`src/rtl/ks_vec_adder_pipe.sv`:
```
// ks_vec_adder_pipe: two-stage lane-segmented Kogge-Stone add/sub with valid/ready handshake
//   Optional macro KS_VEC_SAT_EN enables per-lane unsigned/signed saturation in stage 2.
//   clk, rst_n      : clock, synchronous active-low reset
//   in_valid/ready  : operand beat handshake (a, b, cin, sub, lane_mode, sat)
//   out_valid/ready : result handshake (sum, cout, ovf)
//   lane_mode       : 00/01/10/11 = 8/16/32/64-bit lanes, clamped to DATA_W
//   cout, ovf       : per-granule flags, non-zero only at each lane's MSB granule
module ks_vec_adder_pipe #(
    parameter int DATA_W = 32
) (
    input  logic                  clk,
    input  logic                  rst_n,
    input  logic                  in_valid,
    output logic                  in_ready,
    input  logic [DATA_W-1:0]     a,
    input  logic [DATA_W-1:0]     b,
    input  logic                  cin,
    input  logic                  sub,
    input  logic [1:0]            lane_mode,
    input  logic [1:0]            sat,
    output logic                  out_valid,
    input  logic                  out_ready,
    output logic [DATA_W-1:0]     sum,
    output logic [DATA_W/8-1:0]   cout,
    output logic [DATA_W/8-1:0]   ovf
);
    localparam int GRAN = DATA_W / 8;
    localparam int LVL = $clog2(DATA_W);
    localparam logic [1:0] MAXM = 2'($clog2(GRAN));
    logic s1_valid, s2_ready, s1_c;
    logic [DATA_W-1:0] s1_p, s1_g, b_eff;
    logic [1:0] s1_mode, mode_in;
    logic [GRAN-1:0] glsb, gmsb, cout_n, ovf_n;
    logic [DATA_W-1:0] lsb, ci, co, sum_n, res;
    logic [LVL:0][DATA_W-1:0] gg;
    logic [LVL-1:0][DATA_W-1:0] pp;
    int lg;
    assign s2_ready = !out_valid || out_ready;
    assign in_ready = !s1_valid || s2_ready;
    assign b_eff = sub ? ~b : b;
    assign mode_in = (lane_mode > MAXM) ? MAXM : lane_mode;
`ifdef KS_VEC_SAT_EN
    logic [1:0] s1_sat;
    logic s1_sub;
    logic [GRAN-1:0] s1_amsb;
    always_ff @(posedge clk) begin
        if (in_valid && in_ready) begin
            s1_sat <= sat;
            s1_sub <= sub;
            for (int j = 0; j < GRAN; j++) s1_amsb[j] <= a[8*j+7];
        end
    end
`else
    logic unused_sat;
    assign unused_sat = ^sat;
`endif
    always_ff @(posedge clk) begin
        if (!rst_n) begin
            s1_valid <= 1'b0;
        end else if (in_ready) begin
            s1_valid <= in_valid;
        end
    end
    always_ff @(posedge clk) begin
        if (in_valid && in_ready) begin
            s1_p <= a ^ b_eff;
            s1_g <= a & b_eff;
            s1_c <= sub ? 1'b1 : cin;
            s1_mode <= mode_in;
        end
    end
    always_comb begin
        lg = 1 << s1_mode;
        for (int j = 0; j < GRAN; j++) begin
            glsb[j] = (j & (lg - 1)) == 0;
            gmsb[j] = ((j + 1) & (lg - 1)) == 0;
        end
        // Lane-LSB bits absorb the lane carry-in and get P=0, so no group
        // prefix can see past a lane boundary and the tree needs no extra kill.
        for (int i = 0; i < DATA_W; i++) begin
            lsb[i] = (i % 8 == 0) && glsb[i/8];
            gg[0][i] = s1_g[i] | (lsb[i] & s1_p[i] & s1_c);
            pp[0][i] = s1_p[i] & ~lsb[i];
        end
        for (int k = 0; k < LVL - 1; k++) pp[k+1] = pp[k] & (pp[k] << (1 << k));
        for (int k = 0; k < LVL; k++) gg[k+1] = gg[k] | (pp[k] & (gg[k] << (1 << k)));
        co = gg[LVL];
        ci = (lsb & {DATA_W{s1_c}}) | (~lsb & (co << 1));
        sum_n = s1_p ^ ci;
        for (int j = 0; j < GRAN; j++) begin
            cout_n[j] = gmsb[j] & co[8*j+7];
            ovf_n[j] = gmsb[j] & (co[8*j+7] ^ ci[8*j+7]);
        end
`ifdef KS_VEC_SAT_EN
        for (int j = 0; j < GRAN; j++) begin
            // m: index of the MSB granule of the lane containing granule j
            res[8*j +: 8] = (s1_sat == 2'b01 && (s1_sub ? !cout_n[j | (lg - 1)] : cout_n[j | (lg - 1)])) ? (s1_sub ? 8'h00 : 8'hFF)
                          : (s1_sat == 2'b10 && ovf_n[j | (lg - 1)]) ? ((j == (j | (lg - 1))) ? (s1_amsb[j | (lg - 1)] ? 8'h80 : 8'h7F)
                                                                                           : (s1_amsb[j | (lg - 1)] ? 8'h00 : 8'hFF))
                          : sum_n[8*j +: 8];
        end
`else
        res = sum_n;
`endif
    end
    always_ff @(posedge clk) begin
        if (!rst_n) begin
            out_valid <= 1'b0;
            sum <= '0;
            cout <= '0;
            ovf <= '0;
        end else if (s2_ready) begin
            out_valid <= s1_valid;
            if (s1_valid) begin
                sum <= res;
                cout <= cout_n;
                ovf <= ovf_n;
            end
        end
    end
endmodule

```
`config.mk`:
```
export PLATFORM = sky130hd
export DESIGN_NAME = ks_vec_adder_pipe
export DESIGN_NICKNAME = d
export VERILOG_FILES = /design/src/rtl/ks_vec_adder_pipe.sv
export SDC_FILE = /design/constraint.sdc
export NUM_CORES = 1
export LEC_CHECK = 0
export CAP_MARGIN = 30
export CORE_MARGIN = 8
export CORE_UTILIZATION = 30
export DETAILED_ROUTE_END_ITERATION = 12
export PLACE_DENSITY = 0.5
export SETUP_SLACK_MARGIN = 0.05
export SLEW_MARGIN = 30
export SYNTH_ARGS = -nofsm -noshare
export SYNTH_HDL_FRONTEND = slang
export SYNTH_SLANG_ARGS = --single-unit
```
`constraint.sdc`:
```
create_clock -name clk -period 6 [get_ports clk]
set_input_delay 1.2 -clock clk [delete_from_list [all_inputs] [get_ports clk]]
set_output_delay 1.2 -clock clk [all_outputs]
set_load 0.05 [all_outputs]
```
* Word-level counts from Yosys, hierarchy flattened
Cells that the tools add are included.
Cells by class: shift operators 1, mux-type cells 1, add/subtract/negate cells 1, reductions and logical operators 10, bitwise operators 51, $lt $le $gt $ge 1
Operator list (count):
- $and 32x32->32 | 11
- $or 32x32->32 | 6
- $logic_not 32->1 | 4
- $xor 32x32->32 | 2
- $and 25x32->32 | 1
- $mux 32 | 1
- $not 25->32 | 1
- $not 32->32 | 1
- $and 1x1->1 | 18
- $or 1x1->1 | 4
- $xor 1x1->1 | 4
- $not 1->1 | 3
- $shl 1x2->3 const A | 1
- $sub 3x2->3 const B | 1
- $gt 2x2->1 const B | 1
- $logic_not 1->1 | 2
- $logic_or 1x1->1 | 2
- $reduce_and 2->1 | 1
- $logic_and 1x1->1 | 1
Word-level totals: logic and storage cells 74, input bits 74, bits in registers 109, output and inout port bits 42

* Longest topological paths before layout
depth in word-level cells 20, depth in mapped cells 12, gate-level depth less buffers 12

* Worst setup path before layout
Ideal clock, no wire load.
path kind in2reg, start input port out_ready, end register s1_c (enable), setup time 0.432 ns, buffers on the path 0, required time 5.568 ns, arrival time 3.293 ns, stages 3, path slack 2.275 ns, cells stage by stage nor2b_1 nand2_1 and2_1
On the way: cells in the longest elaborated chain, start to end 3
RTL lines:
- start, declared | line 22 | input logic out_ready,
- $logic_or 1x1->1 | line 38 | assign s2_ready = !out_valid || out_ready;
- $logic_or 1x1->1 | line 39 | assign in_ready = !s1_valid || s2_ready;
- via in_ready | line 14 | output logic in_ready,
- $logic_and 1x1->1 | line 65 | if (in_valid && in_ready) begin
- end signal, assigned | line 68 | s1_c <= sub ? 1'b1 : cin;
- end, declared | line 30 | logic s1_valid, s2_ready, s1_c;
The timed path passes the listed nets, and every way through them passes these cells. A chain may end at the register's enable or synchronous reset.

* Worst setup path after layout
start input port out_ready, end output port in_ready
On the way: cells in the longest elaborated chain, start to end 2
RTL lines (line):
- $logic_or 1x1->1 | 38
- $logic_or 1x1->1 | 39
- end, declared | 14
Every way passes these cells.

==> run metrics <==
final cell count without fillers=853; Seq cells post-synth=109; Worst-Margin Slew=0.783 ns; Setup WS pre-CTS=2.09 ns; Clk pwr share=31.1%; initial antenna violation count=0; Sw Share=28.5%; synthesized area per cell=10.8 sq um; Setup TNS Final=0 ns; DIE AREA=22900 sq um; number of synthesized flops with an enable pin=67; startpoint types=primary input; Seq pwr share=47.8%; largest net degree at the start of global routing=39; Unique masters post-synth=59; Period Utilization, post-route=65.2%; crit path DAT=2.71 ns; fillers=1746; Root Driver=clkbuf_16; Synthesis Warnings=0; Syn Nets=619; CTS-repair resized insts=0; NetSw=0.557 mW; Syn-to-layout area delta=30.4%; first-pass GRT wire length=22.0 mm; IO Pins=116; total CTS buffers=9; CP endpoint kind=output pin; H-tree depth=3; DP Cell Count=837; CTS tree=done; post-route ant nets=0; Slew HR=47.8%; row cnt=49; Hold-fix buffers, CTS=0; insertion delay to the later sink of the worst-skew pair=0.35 ns; GPL Wtd Cong=0.802; Worst Setup Path Type=primary input to output pin; Final Hold Vio Count=0; Cells after Synth=511; Ant. Diodes=0; asr flop ratio synth=0%; Max clock buf depth=2; dpl hpwl=11.1 mm; port bufs=113; vias in the first global route=4150; grt ovf=0; critical path required time=4.80 ns; sequential-to-total area share from yosys stat=51.9%; clock transition at the registers of the reported paths=0.07 ns; worst reg2reg setup slack=2.60 ns; Final Util=39.9%; LEAKAGE=2.68 nW; WL final=14.1 mm; fin. max-slew vios=0; Post-CTS Setup Inserts=0; total power=1.96 mW; Initial Util=30.6%; commonest non-fill, non-tap cells in the layout=112 x clkdlybuf4s50_1, 67 x edfxtp_1, 49 x a21oi_1; Avg WL per Cell=16.6 um; final setup margin=2.09 ns; vias post-DR=4090; Final #Nets=727; First DRT Iteration DRCs=193; skew final=0.0115 ns; post-layout min period=3.91 ns; total clock sinks=109; maxcap violations=0; die height=151 um; RSZ-0062 raised after global routing=no; Pre-antenna DRT Iters=4; Reg area=2850 sq um; Final setup viols=0; worst vdd ir=155 uV; Max FO, Critical Path=5; DRC Markers=0; Comb pwr share=21.1%; Die X=151 um; Internal=1.40 mW; Hold Path Class=flop to flop; GRT Total Usage=12.5%; ys flop type=edfxtp_1; core box area=18000 sq um; area of the mapped netlist=5500 sq um; pwr dens=273 nW/um^2; Fmax=0.256 GHz; post-DR vias/cell=4.79; Multi-input gate area=2540 sq um; fraction of layout cells with a size suffix above 1=5.13%; most common cell after layout, fill and taps aside=clkdlybuf4s50_1; status=completed
kinds of logic (layout without fill, tap and decap cells):
kind of cell    Yosys count  in the layout  synth area share, %
simple gates            138            138                 12.1
mux                       3              3                0.546
fa+ha+maj                34             34                 7.74
compound gates          141            141                 16.4
buf+inv                  27            140                 2.00
flops                   109            109                 51.9
xor+xnor                 59             59                 9.40
per-layer routing:
layer  up-vias  part of all wire (%)  GRT usage (%)
met5         -                     0              0
met4         0                   2.0           5.49
met3        14                   4.8           2.63
met2        76                    47           20.3
met1      1915                    46           15.7
li1       2085                     -              -
cell usage after synthesis, types with 3 or more instances:
| cell type | n | area (sq um) |
|---|---|---|
| edfxtp_1 | 67 | 2010 |
| a21o_1 | 13 | 97.6 |
| nand2_1 | 47 | 176 |
| nor3_1 | 4 | 20.0 |
| o21ai_0 | 28 | 140 |
| dfxtp_1 | 42 | 841 |
| a31oi_1 | 4 | 25.0 |
| buf_1 | 5 | 18.8 |
| nor2_1 | 31 | 116 |
| or2_2 | 3 | 18.8 |
| or3_1 | 5 | 31.3 |
| xnor2_1 | 14 | 123 |
| nand3_1 | 17 | 85.1 |
| a211o_1 | 3 | 26.3 |
| a21oi_1 | 49 | 245 |
| xor2_1 | 45 | 394 |
| clkbuf_1 | 13 | 48.8 |
| o21a_1 | 5 | 37.5 |
| o21bai_1 | 3 | 22.5 |
| and2_1 | 5 | 31.3 |
| nor2b_1 | 6 | 37.5 |
| inv_1 | 6 | 22.5 |
| a211oi_1 | 6 | 45.0 |
| nand2b_1 | 5 | 31.3 |
| ha_1 | 34 | 425 |
| a22oi_1 | 4 | 30.0 |
| nand4_1 | 5 | 31.3 |
| mux2i_1 | 3 | 30.0 |
| o21ai_1 | 4 | 20.0 |
final timing paths:
path	depth (start not counted)	endpoint	start
worst min-delay path	2	sum[2]	sum[2]
worst min register to register	2	sum[2]	sum[2]
worst max-delay path	4	in_ready	out_ready
worst max register to register	12	sum[30]	s1_c
power groups by stage:
stage               Combinational, mW  Clock, mW  Sequential, mW
finish                          0.413      0.609           0.935
global route                    0.455      0.654           0.945
CTS                             0.420      0.627           0.935
detailed placement              0.418          0           0.952
global placement                0.416          0           0.951
floorplan                       0.200          0            1.00
worst max-delay path, cell delays in order:
cell,delay (ns)
clkdlybuf4s50_1,0.39
nor2b_1,0.27
nand2_1,0.12
clkdlybuf4s50_1,0.73
state kept, by name, indices dropped and copies added (netlist names):
signal     count
s1_g          32
s1_p          32
sum           32
cout           4
ovf            4
s1_mode        2
out_valid      1
s1_c           1
s1_valid       1
stage by stage:
| stage | area, sq um | hold slack, ns |
|---|---|---|
| 2_1_floorplan | 5500 | 0.496 |
| 3_3_place_gp | 6860 | 0.444 |
| 3_5_place_dp | 6860 | 0.449 |
| 4_1_cts | 7170 | 0.458 |
| 5_1_grt | 7170 | 0.482 |
| 6_report | 7170 | 0.458 |
cell type report:
cell class | count | area share (%)
inverters | 7 | 0.367
flip-flops and latches | 109 | 39.8
multi-input cells | 375 | 35.4
clock buffers | 13 | 3.63
clock inverters | 3 | 0.611
repair buffers | 117 | 16.2
well taps | 229 | 4.00
(Power assumes the default switching activity.)
